`src/rtl/fetch_loop_sequencer.sv`:
```
// Zero-overhead loop controller for the fetch stage: a small stack of
// {start, end, remaining} descriptors that steers fetch back to the body start.
module fetch_loop_sequencer #(
  parameter int DEPTH = 4,
  parameter int AW    = 16,
  parameter int CW    = 16
) (
  input  logic                       CLOCK_50,
  input  logic                       reset,
  input  logic                       cfg_valid,
  input  logic [AW-1:0]              cfg_start,
  input  logic [AW-1:0]              cfg_end,
  input  logic [CW-1:0]              cfg_count,
  output logic                       cfg_ready,
  input  logic                       flush,
  input  logic [AW-1:0]              fe_pc,
  input  logic                       fe_stall,
  output logic                       loop_o,
  output logic [AW-1:0]              pc_in_o,
  output logic                       active,
  output logic [$clog2(DEPTH+1)-1:0] depth_o,
  output logic [CW-1:0]              iter_o,
  output logic                       ovf_err
);

  localparam int DW = $clog2(DEPTH + 1);
  localparam int IW = (DEPTH > 1) ? $clog2(DEPTH) : 1;
  localparam logic [DW-1:0] DEPTH_ONE = 1;
  localparam logic [DW-1:0] DEPTH_MAX = DEPTH[DW-1:0];
  localparam logic [CW-1:0] REM_ONE   = 1;

  logic [AW-1:0] r_start [DEPTH];
  logic [AW-1:0] r_end   [DEPTH];
  logic [CW-1:0] r_rem   [DEPTH];
  logic [DW-1:0] r_depth;
  logic          r_ovf;

  logic          w_active;
  logic          w_full;
  logic [DW-1:0] w_topDepth;
  logic [IW-1:0] w_topIdx;
  logic [AW-1:0] w_topStart;
  logic [AW-1:0] w_topEnd;
  logic [CW-1:0] w_topRem;
  logic          w_match;
  logic          w_remMore;
  logic          w_advance;
  logic          w_dec;
  logic          w_pop;
  logic          w_accept;
  logic          w_pushWrite;
  logic [DW-1:0] w_baseDepth;
  logic [IW-1:0] w_pushIdx;

  assign w_active   = (r_depth != '0);
  assign w_full     = (r_depth == DEPTH_MAX);
  assign w_topDepth = r_depth - DEPTH_ONE;
  // Top index is forced to 0 when empty so the read never leaves the array.
  assign w_topIdx   = w_active ? w_topDepth[IW-1:0] : '0;
  assign w_topStart = r_start[w_topIdx];
  assign w_topEnd   = r_end[w_topIdx];
  assign w_topRem   = r_rem[w_topIdx];

  assign w_match   = w_active && (fe_pc == w_topEnd);
  assign w_remMore = (w_topRem > REM_ONE);
  assign w_advance = w_match && !fe_stall;
  assign w_dec     = w_advance && w_remMore;
  assign w_pop     = w_advance && !w_remMore;

  // A zero-count descriptor completes the handshake but never occupies a slot.
  assign w_accept    = cfg_valid && cfg_ready;
  assign w_pushWrite = w_accept && (cfg_count != '0);
  assign w_baseDepth = w_pop ? w_topDepth : r_depth;
  assign w_pushIdx   = w_baseDepth[IW-1:0];

  assign cfg_ready = !w_full;
  assign loop_o    = w_match && !flush && w_remMore;
  assign pc_in_o   = w_active ? w_topStart : '0;
  assign active    = w_active;
  assign depth_o   = r_depth;
  assign iter_o    = w_active ? w_topRem : '0;
  assign ovf_err   = r_ovf;

  // Pop resolves before push, so a same-edge pop+push replaces the top entry.
  always_ff @(posedge CLOCK_50 or posedge reset) begin
    if (reset) begin
      r_depth <= '0;
      r_ovf   <= 1'b0;
      for (int i = 0; i < DEPTH; i++) begin
        r_start[i] <= '0;
        r_end[i]   <= '0;
        r_rem[i]   <= '0;
      end
    end else begin
      if (cfg_valid && w_full) r_ovf <= 1'b1;
      if (flush) begin
        r_depth <= '0;
      end else begin
        if (w_dec) r_rem[w_topIdx] <= w_topRem - REM_ONE;
        if (w_pushWrite) begin
          r_start[w_pushIdx] <= cfg_start;
          r_end[w_pushIdx]   <= cfg_end;
          r_rem[w_pushIdx]   <= cfg_count;
          r_depth            <= w_baseDepth + DEPTH_ONE;
        end else begin
          r_depth <= w_baseDepth;
        end
      end
    end
  end

endmodule

```
`config.mk`:
```
export PLATFORM = sky130hd
export DESIGN_NAME = fetch_loop_sequencer
export DESIGN_NICKNAME = d
export VERILOG_FILES = /design/src/rtl/fetch_loop_sequencer.sv
export SDC_FILE = /design/constraint.sdc
export NUM_CORES = 1
export LEC_CHECK = 0
export ABC_AREA = 1
export CAP_MARGIN = 15
export CORE_AREA = 3 3 173 175
export CTS_BUF_LIST = sky130_fd_sc_hd__clkbuf_4 sky130_fd_sc_hd__clkbuf_8
export DETAILED_ROUTE_END_ITERATION = 10
export DIE_AREA = 0 0 176 178
export PLACE_DENSITY = 0.67
export SLEW_MARGIN = 20
export SYNTH_ARGS = -nofsm -noshare
export SYNTH_HDL_FRONTEND = slang
export SYNTH_SLANG_ARGS = --single-unit
```
`constraint.sdc`:
```
create_clock -name CLOCK_50 -period 8.36 [get_ports CLOCK_50]
set_input_delay 1.672 -clock CLOCK_50 [delete_from_list [all_inputs] [get_ports CLOCK_50]]
set_output_delay 1.672 -clock CLOCK_50 [all_outputs]
set_load 0.02 [all_outputs]
```
==> impl_results.md, run 1 <==
- Status: completed
- Top cell type by total area after synthesis: dfrtp_1
- Fill cells: 2,850
- Largest net degree at the start of global routing: 82
- Synth cell types: 35
- Number of antenna violations at the first check in global routing: 1
- Layout Cells excl Fill: 2,324
- Yosys reg bits: 196
- Antenna Cells: 0
- WS Path Type: reg2out
- Critical-path cell list: inv_2 > ha_1 > nand2_4 > nand2_4 > inv_2 > nand2_1 > o211ai_1 > nand2_1 > ha_1 > nand3_2 > nor2_2 > nand2_1 > nand2_2 > nor4_1 > clkdlybuf4s50_1
- Tot Pwr: 3.08 mW
- Min-Delay Path Class: reg2reg
- Layout cells sized above 1: 4.54%
- Warning count from the yosys run: 0
- WHS: 0.492 ns
- Pre-antenna DRT Iters: 6
- DR vias: 13,000
- Crit path capture type: primary output
- Cell area after layout: 14,300 sq um
- Crit path max-delay cell type: inv_2
- Ys async rst share: 100%
- Worst R2R Path Depth: 19
- Setup_tns: 0 ns
- Startpoint types: register
- Placed inst area: 13,900 sq um
- Syn nets: 1,988
- Max Slew Vio Count: 0
- Count of final hold-check violations: 0
- Worst setup path startpoint: depth_o[0]$_DFF_PP0_
- Depth of the CTS H-tree: 4
- Clock transition at the registers of the reported paths: 0.11 ns
- Multi-input gate area: 6680 sq um
- DP HPWL: 25.2 mm
- CTS Buf Count: 17
- Placement Rows: 62
- Minimum clock period: 7.21 ns
- Gpl congestion: 0.950
- DR vias/cell: 5.61
- Clock Skew: 0.0221 ns
- CTS Hold Bufs: 0
- Port Buf Inserts: 107
- Worst-margin pin slew: 0.945 ns
- Max Root-Sink Buffers: 2
- Seq/Total Area, Yosys: 38.3%
- CP peak stage delay: 0.72 ns
- Ranking of synthesized cells by area: dfrtp_1 38%, nand3_1 16%, nand2_1 16%
- First-pass GRT wire length: 66.1 mm
- Number of remaining DRC errors: 0
- 1st-iter DRT viols: 1,485
- Post-Route WL: 40.8 mm
- Final nets: 2,002
- DRT antenna net count: 0
- Max_cap viols: 0
- Postcts setup bufs: 0
- Wire length per cell: 17.5 um
- Post-synth top cells: 554 x nand2_1, 421 x nand3_1, 196 x dfrtp_1
- WP buf/inv: 3
- Area delta synth->final: 11.4%
- Critical path's most frequent cell: nand2_1
- Crit share post-route: 86.2%
- Gate Count Post-Synth: 1,913
- Post-cts resize count: 0
- Peak VDD IR: 0.0996 mV
- Reg2Reg Setup Slack: 2.60 ns
- Total grt overflow: 0
- CP arrival: 5.53 ns
- Worst Setup EP: loop_o
- GRT Total Usage: 26.4%
- Post-route setup slack: 1.15 ns
- Top FF cell, synth: dfrtp_1
- Top cell type's share of synthesized area: 38.3%
- Num ports: 108
- Clock Latency Late Sink: 0.52 ns
- Pwr/cell area: 216 nW/um^2
- Synth Cell Area: 12,800 sq um
- Vias in the first global route: 12,400
- Count leader, synth: nand2_1
- Final setup fails: 0
- CTS tree: built
- Cell family with most CP delay: simple AND/OR/NAND/NOR gates
- RR Endpoint: r_end[42]$_DFFE_PP0P_
- Place WS: 1.76 ns
- Worst slew margin: 37.0%
- Post-synth EDFFs: 0
- CP max FO: 50
- Worst path required time: 6.69 ns
- Unrepaired setup endpoints after global routing: no
- Starting Density: 44.8%
- Area of the die: 31,300 sq um
- Fmax: 139 MHz
- Reg2Reg Launch Point: depth_o[0]$_DFF_PP0_
- CTS Sinks: 196
- DP Cell Count: 2,292
- Chip Height: 178 um
- Core area: 28,600 sq um
- Static Leak: 7.01 nW
- Root Buffer: clkbuf_8
- Crit path depth: 15
- Die X: 176 um
- Avg Synthesized Cell Area: 6.70 sq um
- Sequential Area: 4900 sq um
- Final core occ: 49.9%
-- cell type report --
type	count	area share, %
multi-input combinational	1428	46.8
inverter	162	4.33
clock inverter	11	0.780
tap	384	3.37
sequential	196	34.4
clock buffer	21	1.98
timing repair buffer	122	8.40
-- flip-flops by register name (all words and copies together), names as in the netlist --
signal,flops
r_end,64
r_start,64
r_rem,64
ovf_err,1
depth_o,3
-- logic make-up (layout without fill, tap and decap cells) --
kind of cell | Yosys count | count (layout) | synth area share [%]
simple gates | 1162 | 1162 | 40.8
buf+inv | 289 | 316 | 9.71
compound gates | 256 | 256 | 10.3
flops | 196 | 196 | 38.3
fa+ha+maj | 6 | 6 | 0.586
xor+xnor | 4 | 4 | 0.273
-- power by group --
part / internal [mW] / switching, mW / total [mW]
registers: 1.16 / 0.148 / 1.31
logic: 0.408 / 0.731 / 1.14
clock network: 0.246 / 0.389 / 0.634
-- layer usage --
layer / part of all wire (%) / up-vias / global-route usage (%)
li1: - / 6292 / -
met1: 44 / 6081 / 35.9
met2: 45 / 570 / 42.5
met3: 7.7 / 88 / 4.41
met4: 3.1 / 2 / 10.2
met5: 0.049 / - / 0
-- how the worst min path moves through the flow --
| stage | from | endpoint | depth (start not counted) |
|---|---|---|---|
| after floorplan | r_end[0]$_DFFE_PP0P_ | r_end[0]$_DFFE_PP0P_ | 2 |
| after global placement | r_end[5]$_DFFE_PP0P_ | r_end[5]$_DFFE_PP0P_ | 2 |
| after detailed placement | ovf_err$_DFFE_PP0P_ | ovf_err$_DFFE_PP0P_ | 1 |
| after CTS | ovf_err$_DFFE_PP0P_ | ovf_err$_DFFE_PP0P_ | 1 |
| after global routing | ovf_err$_DFFE_PP0P_ | ovf_err$_DFFE_PP0P_ | 1 |
| final | ovf_err$_DFFE_PP0P_ | ovf_err$_DFFE_PP0P_ | 1 |
-- cell usage in the layout, fill, tap and decap left out, drive strengths merged --
cell type,count
dfrtp,196
nand3,426
nor4,5
nand2,568
nor2,126
ha,6
a21o,1
clkinvlp,1
nor3,1
or2,5
nand4,10
buf,16
o22ai,6
nand3b,20
clkdlybuf4s50,106
o211ai,8
o21ai,220
o21a,1
inv,167
a21oi,19
and3,1
xor2,4
a31o,1
clkbuf,21
clkinv,5
Note: power is estimated with default switching activity, not from simulation.
==> run 2, diff against run 1 <==
==> constraint.sdc (replaced) <==
create_clock -name CLOCK_50 -period 8.36 [get_ports CLOCK_50]
set_input_delay 2.508 -clock CLOCK_50 [delete_from_list [all_inputs] [get_ports CLOCK_50]]
set_output_delay 2.508 -clock CLOCK_50 [all_outputs]
set_load 0.02 [all_outputs]
==> run 2 against run 1 <==
Effect of this change: global-route usage shrank 0.21 points; wire length grew 0.83%; non-clock buffer count grew 1; sequential power is essentially flat; register-to-register slack gained 0.20 ns; final cell count is essentially flat; clock power grew 3%; combinational power is essentially flat; highest routed layer unchanged.
==> impl_results.md, run 2 (synthesized netlist as in run 1, its figures left out) <==
- Status: completed
- Layout cells sized above 1: 4.54%
- DRT antenna net count: 0
- CTS Buf Count: 17
- Area delta synth->final: 11.5%
- Sequential Area: 4900 sq um
- Port Buf Inserts: 107
- Area of the die: 31,300 sq um
- DR vias: 13,100
- Cell area after layout: 14,300 sq um
- Most common cell after layout, fill and taps aside: nand2_1
- Place WS: 1.31 ns
- Final nets: 2,003
- Core area: 28,600 sq um
- CTS tree: built
- WHS Endpoint: r_end[29]$_DFFE_PP0P_
- CTS Hold Bufs: 0
- Peak VDD IR: 0.0916 mV
- Max_cap viols: 0
- Top flop regs: r_end x64, r_rem x64, r_start x64
- Clock Latency Late Sink: 0.50 ns
- Crit path capture type: primary output
- Startpoint types: register
- DR vias/cell: 5.61
- DP Cell Count: 2,293
- Worst path required time: 5.85 ns
- Num ports: 108
- Unrepaired setup endpoints after global routing: no
- Number of remaining DRC errors: 0
- Pre-antenna DRT Iters: 7
- Multi-input gate area: 6680 sq um
- Setup_tns: 0 ns
- Post-route setup slack: 0.899 ns
- CTS Sinks: 196
- DP HPWL: 24.9 mm
- Placement Rows: 62
- Starting Density: 44.8%
- Count of final hold-check violations: 0
- Most frequent cells in the layout: 553 x nand2_1, 421 x nand3_1, 196 x dfrtp_1
- Number of antenna violations at the first check in global routing: 3
- RR Endpoint: r_end[36]$_DFFE_PP0P_
- Max Slew Vio Count: 0
- Postcts setup bufs: 0
- CP arrival: 4.95 ns
- First-pass GRT wire length: 66.1 mm
- Reg2Reg Launch Point: depth_o[0]$_DFF_PP0_
- Die X: 176 um
- Final setup fails: 0
- Chip Height: 178 um
- Max Root-Sink Buffers: 2
- Crit share post-route: 89.3%
- Minimum clock period: 7.46 ns
- WS Path Type: reg2out
- Total grt overflow: 0
- Worst R2R Path Depth: 19
- 1st-iter DRT viols: 1,554
- Post-cts resize count: 0
- Root Buffer: clkbuf_8
- Wire length per cell: 17.7 um
- Fmax: 134 MHz
- Vias in the first global route: 12,300
- Min-Delay Path Class: reg2reg
- Clock transition at the registers of the reported paths: 0.13 ns
- Reg2Reg Setup Slack: 2.80 ns
- Gpl congestion: 0.943
- Worst slew margin: 38.8%
- Clock Skew: 0.0246 ns
- Min-Delay Path Depth: 2
- Placed inst area: 13,900 sq um
- GRT Total Usage: 26.2%
- Pwr/cell area: 217 nW/um^2
- Post-Route WL: 41.1 mm
- Static Leak: 7.02 nW
- Hold Startpoint: r_end[29]$_DFFE_PP0P_
- Layout Cells excl Fill: 2,326
- Fill cells: 2,878
- Worst-margin pin slew: 0.916 ns
- CP max FO: 60
- Depth of the CTS H-tree: 4
- Largest net degree at the start of global routing: 70
==> run 2: changes by cell type in the layout (fill, tap and decap cells not counted) <==
cell and change:
buf_16 -1, buf_4 +2, clkbuf_4 -1, clkbuf_8 -3, clkinv_2 -1, clkinv_8 +5
clkinvlp_4 -1, diode_2 +2
==> run 2: how the worst max path moves through the flow <==
stage / startpoint / endpoint / slack, ns / cells after the start
2_1_floorplan: reset / depth_o[0]$_DFF_PP0_ / 0.51 / 1
3_3_place_gp: fe_pc[10] / loop_o / 1.33 / 10
3_5_place_dp: fe_pc[10] / loop_o / 1.31 / 10
4_1_cts: depth_o[0]$_DFF_PP0_ / loop_o / 0.90 / 15
5_1_grt: depth_o[0]$_DFF_PP0_ / loop_o / 0.57 / 17
6_report: depth_o[0]$_DFF_PP0_ / loop_o / 0.90 / 15
==> run 2: per-layer routing <==
metal  global-route usage, %  wire length [um]  vias to the layer above
li1                        -                 -                     6284
met5                       0                11                        -
met3                    5.43              3680                       57
met2                    42.7             18900                      605
met4                    7.65               731                        2
met1                    35.5             17700                     6109
==> run 2: metrics by stage <==
step                      total power, mW  hold WS, ns  util, %
after floorplan                      2.12        0.450        -
after global placement               2.42        0.464     48.4
after detailed placement             2.44        0.469     48.4
after CTS                            3.09        0.498     49.9
after global routing                 3.32        0.522     49.9
final                                3.10        0.498     49.9
==> run 2: final cells by class <==
cell class	count	share of cell area, %
well taps	384	3.36
diodes	2	0.0350
inverters	162	4.33
clock inverters	14	1.26
multi-input cells	1428	46.7
flip-flops and latches	196	34.3
repair buffers	123	8.30
clock buffers	17	1.64
==> run 2: power by group <==
| part | total, mW | internal, mW | switching (mW) | leakage (nW) |
|---|---|---|---|---|
| Sequential | 1.31 | 1.16 | 0.149 | 2.54 |
| Clock | 0.651 | 0.229 | 0.422 | 0.205 |
| Combinational | 1.14 | 0.408 | 0.729 | 4.27 |
==> run 2: worst max-delay path, cell delays in order, from the launching register on <==
cell	delay, ns
dfrtp_1	0.55
inv_2	0.11
ha_1	0.28
nand2_4	0.43
nand2_4	0.18
buf_4	0.44
buf_4	0.60
o22ai_1	0.16
nand2_1	0.09
nand2_1	0.16
nand3_2	0.17
nor2_2	0.07
nand2_1	0.07
nand2_2	0.18
nor4_1	0.27
clkdlybuf4s50_1	0.66
==> run 3, diff against run 2 <==
- SKIP_CTS_REPAIR_TIMING: unset -> 1
==> results of run 3 <==
Same layout as run 2: the final DEF is identical, and so are final timing and power.
